$ cat src/rtl/sweep_capture_engine_if.sv
// Capture stream carrying (vector, response) records from the sweep engine to a consumer.
interface sweep_capture_engine_if #(
  parameter int IN_W  = 4,
  parameter int OUT_W = 1
);
  logic             cap_valid;
  logic             cap_ready;
  logic [IN_W-1:0]  cap_vec;
  logic [OUT_W-1:0] cap_resp;

  modport master (output cap_valid, output cap_vec, output cap_resp, input cap_ready);
  modport slave  (input cap_valid, input cap_vec, input cap_resp, output cap_ready);
endinterface

$ cat src/rtl/sweep_capture_engine.sv
// Exhaustive input sweep (binary or Gray order) with settle delay, record stream and 16-bit MISR.
// state | meaning
// IDLE  | waiting for start after reset
// DRIVE | dut_in applied, settle down-counter running
// EMIT  | record presented on capture stream until accepted
// DONE  | sweep complete, results frozen until next start
module sweep_capture_engine #(
  parameter int IN_W   = 4,
  parameter int OUT_W  = 1,
  parameter int SETTLE = 1
) (
  input  logic                  CK,
  input  logic                  reset,
  input  logic                  start,
  input  logic                  mode,
  output logic [IN_W-1:0]       dut_in,
  input  logic [OUT_W-1:0]      dut_out,
  sweep_capture_engine_if.master cap,
  output logic                  busy,
  output logic                  done,
  output logic [IN_W:0]         vec_count,
  output logic [15:0]           signature
);

  typedef enum logic [1:0] {IDLE, DRIVE, EMIT, DONE} state_t;

  localparam int            SW        = (SETTLE > 1) ? $clog2(SETTLE) : 1;
  localparam logic [SW-1:0] SETTLE_LD = SW'(SETTLE - 1);
  localparam logic [IN_W:0] LAST      = (IN_W + 1)'((1 << IN_W) - 1);

  state_t           state_q, state_d;
  logic [IN_W:0]    count_q, count_d;
  logic [SW-1:0]    settle_q, settle_d;
  logic             mode_q, mode_d;
  logic [IN_W-1:0]  dut_in_q, dut_in_d;
  logic [IN_W-1:0]  cap_vec_q, cap_vec_d;
  logic [OUT_W-1:0] cap_resp_q, cap_resp_d;
  logic [IN_W:0]    vec_count_q, vec_count_d;
  logic [15:0]      sig_q, sig_d;

  function automatic logic [IN_W-1:0] map_vec(input logic [IN_W:0] c, input logic m);
    return IN_W'(m ? (c ^ (c >> 1)) : c);
  endfunction

  function automatic logic [15:0] misr(input logic [15:0] s, input logic [OUT_W-1:0] r);
    return {s[14:0], 1'b0} ^ (s[15] ? 16'h1021 : 16'h0000) ^ 16'(r);
  endfunction

  always_ff @(posedge CK) begin
    if (reset) begin
      state_q     <= IDLE;
      count_q     <= '0;
      settle_q    <= '0;
      mode_q      <= 1'b0;
      dut_in_q    <= '0;
      cap_vec_q   <= '0;
      cap_resp_q  <= '0;
      vec_count_q <= '0;
      sig_q       <= '0;
    end else begin
      state_q     <= state_d;
      count_q     <= count_d;
      settle_q    <= settle_d;
      mode_q      <= mode_d;
      dut_in_q    <= dut_in_d;
      cap_vec_q   <= cap_vec_d;
      cap_resp_q  <= cap_resp_d;
      vec_count_q <= vec_count_d;
      sig_q       <= sig_d;
    end
  end

  always_comb begin
    state_d     = state_q;
    count_d     = count_q;
    settle_d    = settle_q;
    mode_d      = mode_q;
    dut_in_d    = dut_in_q;
    cap_vec_d   = cap_vec_q;
    cap_resp_d  = cap_resp_q;
    vec_count_d = vec_count_q;
    sig_d       = sig_q;

    unique case (state_q)
      IDLE, DONE: begin
        if (start) begin
          state_d     = DRIVE;
          count_d     = '0;
          settle_d    = SETTLE_LD;
          mode_d      = mode;
          dut_in_d    = '0;
          vec_count_d = '0;
          sig_d       = '0;
        end
      end
      DRIVE: begin
        if (settle_q == '0) begin
          state_d    = EMIT;
          cap_vec_d  = dut_in_q;
          cap_resp_d = dut_out;
        end else begin
          settle_d = settle_q - 1'b1;
        end
      end
      EMIT: begin
        if (cap.cap_ready) begin
          vec_count_d = vec_count_q + 1'b1;
          sig_d       = misr(sig_q, cap_resp_q);
          if (count_q == LAST) begin
            state_d = DONE;
          end else begin
            // Next vector is launched on the same edge as the handshake.
            state_d  = DRIVE;
            count_d  = count_q + 1'b1;
            dut_in_d = map_vec(count_q + 1'b1, mode_q);
            settle_d = SETTLE_LD;
          end
        end
      end
      default: state_d = IDLE;
    endcase
  end

  assign dut_in        = dut_in_q;
  assign cap.cap_valid = (state_q == EMIT);
  assign cap.cap_vec   = cap_vec_q;
  assign cap.cap_resp  = cap_resp_q;
  assign busy          = (state_q == DRIVE) || (state_q == EMIT);
  assign done          = (state_q == DONE);
  assign vec_count     = vec_count_q;
  assign signature     = sig_q;

endmodule

$ cat src/flat_wrapper.sv
// flat-port wrapper written by rule: the top's interface ports become plain ports
module sweep_capture_engine_flat 
#(
  parameter int IN_W   = 4,
  parameter int OUT_W  = 1,
  parameter int SETTLE = 1
)
  (CK, reset, start, mode, dut_in, dut_out, busy, done, vec_count, signature, cap_cap_valid, cap_cap_vec, cap_cap_resp, cap_cap_ready);
  sweep_capture_engine_if #(.IN_W(IN_W), .OUT_W(OUT_W)) cap_i ();
  input  logic CK;
  input  logic reset;
  input  logic start;
  input  logic mode;
  output logic [IN_W-1:0] dut_in;
  input  logic [OUT_W-1:0] dut_out;
  output logic busy;
  output logic done;
  output logic [IN_W:0] vec_count;
  output logic [15:0] signature;
  output wire logic [$bits(cap_i.cap_valid)-1:0] cap_cap_valid;
  output wire logic [$bits(cap_i.cap_vec)-1:0] cap_cap_vec;
  output wire logic [$bits(cap_i.cap_resp)-1:0] cap_cap_resp;
  input wire logic [$bits(cap_i.cap_ready)-1:0] cap_cap_ready;
  assign cap_cap_valid = cap_i.cap_valid;
  assign cap_cap_vec = cap_i.cap_vec;
  assign cap_cap_resp = cap_i.cap_resp;
  assign cap_i.cap_ready = cap_cap_ready;
  sweep_capture_engine #(.IN_W(IN_W), .OUT_W(OUT_W), .SETTLE(SETTLE)) u_core (.CK(CK), .reset(reset), .start(start), .mode(mode), .dut_in(dut_in), .dut_out(dut_out), .cap(cap_i), .busy(busy), .done(done), .vec_count(vec_count), .signature(signature));
endmodule
$ cat config.mk
export PLATFORM = sky130hd
export DESIGN_NAME = sweep_capture_engine_flat
export DESIGN_NICKNAME = d
export VERILOG_FILES = /design/src/rtl/sweep_capture_engine_if.sv /design/src/rtl/sweep_capture_engine.sv /design/src/flat_wrapper.sv
export SDC_FILE = /design/constraint.sdc
export NUM_CORES = 1
export LEC_CHECK = 0
export CAP_MARGIN = 25
export CELL_PAD_IN_SITES_DETAIL_PLACEMENT = 0
export CELL_PAD_IN_SITES_GLOBAL_PLACEMENT = 1
export CORE_ASPECT_RATIO = 1.25
export CORE_MARGIN = 2
export CORE_UTILIZATION = 39
export DETAILED_ROUTE_END_ITERATION = 10
export GPL_TIMING_DRIVEN = 0
export PLACE_DENSITY_LB_ADDON = 0.15
export SLEW_MARGIN = 15
export SYNTH_ARGS = -nofsm -noshare
export SYNTH_HDL_FRONTEND = slang
export SYNTH_SLANG_ARGS = --single-unit
$ cat constraint.sdc
create_clock -name CK -period 3.54 [get_ports CK]
set_input_delay 0.708 -clock CK [delete_from_list [all_inputs] [get_ports CK]]
set_output_delay 0.708 -clock CK [all_outputs]
set_load 0.1 [all_outputs]
==> results.cfg <==
[logic_synthesis]
synthFlopType = dfxtp_1
synth_edf_count = 0
yosys.area_share.simple = 0.220
synth_area_um2 = 1710
avgSynthCellArea_um2 = 8.96
synth-xor-area-share = 0.0461
synth_compound_area_frac = 0.148
synthesis.nets = 203
yosysWarningCount = 0
muxShareOfSynthArea = 0.0409
synthCells = 191
synth_top_family_by_area = simple AND/OR/NAND/NOR gates
synth-adder-area-share = 0.0439
ys_ff_latch = 38
synth_cell_type_count = 37
async_flop_share = 0
synth_seq_area_share = 0.444

[floorplan]
start_util = 0.411
die_w_um = 63.3
std_cell_rows = 26
fp.dieH_um = 78.1
ioPinCount = 39
core_area_um2 = 4160
dieArea_um2 = 4940

[clock_tree]
cts_hold_buf = 0
clock_latency_ns = 0.28
root_buffer = clkbuf_8
clk_path_buf_depth = 2
clkSinkCount = 38
post-cts-setup-buffer-count = 0
cts_tree = yes
h-tree-depth = 2
numCtsBuffers = 5
ctsResizeCount = 0
cts.reportedPaths.clkPinSlew_ns = 0.07

[worst_setup_path]
crit_required_ns = 2.83
worstRegToRegCells = 8
crit_path_end_kind = primary output
r2r_start = u_core.count_q[0]$_SDFFE_PP0P_
worstSetupPathType = register to primary output
cp-start-kind = register
crit_fanout = 7
rrSetupSlack_ns = 1.26
cp.arrival_ns = 2.32
r2r_end = u_core.count_q[1]$_SDFFE_PP0P_

[route]
drtIter0Drc = 50
wl_mm = 4.29
drc_errors = 0
vias = 1566
wl_per_cell_um = 14.6
via_per_inst = 5.34
first_pass_iters = 4
ant_nets = 0

[hold_path]
holdPathStages = 2
min-delay-start = u_core.signature[12]$_SDFFE_PP0P_
hp-class = register to register
hold_end = u_core.signature[12]$_SDFFE_PP0P_

[layout]
seq_area_um2 = 761
fin_nets = 248
multi_input_area_um2 = 855
syn2layout_area_growth_pct = 31.7
final_cell_mix = clkdlybuf4s50_1, dfxtp_1, nor2_1
antennaDiodeCount = 0
nFillCells = 446
final_layout_size_suffix_gt1_frac = 0.0717

[sta]
min_period_ns = 3.03
tightest_slew_ns = 0.988
hold_slack_ns = 0.485
relSlewSlack = 0.339
rsz0062_at_grt = false
max_freq_mhz = 330
fin_worst_skew_ns = 0.00450
period_share = 0.856
slew_viol_final = 0
final.setup.tns_ns = 0
hold_viol = 0
setup_viol = 0

[grt]
grt_max_degree = 12
gr-usage-all-layers = 0.182
grt_remaining_overflow = 0
grt_pass1_vias = 1491
grt_pass1_wl_mm = 7.07
antenna_found_initial = 0

[run_status]
status = finished clean

[power_and_ir_drop]
power.leakage_nw = 0.842
vdd.ir_drop.worst_mv = 0.283
powerDensity_nw_per_um2 = 411
totalPowerFinal_w = 0.000926

[placement]
place_congestion = 0.799
hpwl_mm = 3.05
portBuffers = 38

[flow_run]
cap_violations = 0
cell families (layout without fill, tap and decap cells):
| logic type | Yosys count | after routing |
|---|---|---|
| AND/OR/NAND/NOR | 75 | 75 |
| flip-flops | 38 | 38 |
| adder cells (fa/ha/maj) | 6 | 6 |
| multiplexers | 7 | 7 |
| AO/OA/AOI/OAI | 38 | 38 |
| buffers and inverters | 18 | 64 |
| XOR/XNOR | 9 | 9 |
through the flow:
stage	utilization	instances	cell area [um2]	setup slack, ns
after global placement	0.519	285	2160	0.858
final	0.541	293	2250	0.508
after floorplan	-	191	1710	1.03
after CTS	0.541	293	2250	0.495
after global routing	0.541	293	2250	0.429
after detailed placement	0.519	285	2160	0.808
report_power, final:
part | switching [W] | leakage (nW) | internal (W)
combinational | 0.000120 | 0.488 | 0.0000625
clock | 0.000147 | 0.0482 | 0.000157
sequential | 0.00000710 | 0.307 | 0.000433
total | 0.000274 | 0.842 | 0.000652
sequential cells by signal (all words and copies together), names as in the netlist:
register             count
u_core.mode_q            1
u_core.count_q           5
u_core.dut_in            4
u_core.cap.cap_resp      1
u_core.cap.cap_vec       4
u_core.signature        16
u_core.state_q           2
u_core.vec_count         5
metal layers:
| metal | up-vias | track usage | wire, um |
|---|---|---|---|
| li1 | 754 | - | - |
| met1 | 757 | 0.225 | 1860 |
| met2 | 51 | 0.314 | 2190 |
| met3 | 4 | 0.0430 | 199 |
| met4 | 0 | 0.0587 | 39 |
| met5 | - | 0 | 0 |
layout make-up:
class	count	share of cell area
Sequential cell	38	0.338
Buffer	12	0.0328
Clock inverter	1	0.00222
Clock buffer	7	0.0383
Tap cell	56	0.0311
Multi-Input combinational cell	135	0.379
Inverter	6	0.00999
Timing Repair Buffer	38	0.169
worst max-delay path, cell delays in order, from the launching register on:
cell             delay [ns]
dfxtp_1                0.38
inv_1                  0.06
ha_1                   0.38
inv_1                  0.09
clkdlybuf4s50_1        1.13
worst max-delay path by stage:
stage	start	endpoint	slack (ns)	cells after the start
2_1_floorplan	u_core.state_q[0]$_SDFFE_PP0P_	u_core.signature[15]$_SDFFE_PP0P_	1.03	9
3_3_place_gp	u_core.state_q[0]$_SDFFE_PP0P_	busy	0.86	4
3_5_place_dp	u_core.state_q[0]$_SDFFE_PP0P_	busy	0.81	4
4_1_cts	u_core.state_q[0]$_SDFFE_PP0P_	busy	0.50	4
5_1_grt	u_core.state_q[0]$_SDFFE_PP0P_	busy	0.43	4
6_report	u_core.state_q[0]$_SDFFE_PP0P_	busy	0.51	4
synth_stat cells, types with 3 or more instances:
cell type  instances  area [um2]
a21oi_1           12        60.1
a22oi_1           16         120
clkbuf_1           7        26.3
dfxtp_1           38         761
ha_1               6        75.1
inv_1              6        22.5
mux2i_1            7        70.1
nand2_1           11        41.3
nand2b_1           5        31.3
nand3_1            4        20.0
nand3b_1           3        22.5
nand4_1            3        18.8
nor2_1            31         116
nor3_1             4        20.0
nor4_1             3        18.8
o21ai_0            3        15.0
xnor2_1            3        26.3
xor2_1             6        52.6
(Power assumes the default switching activity.)
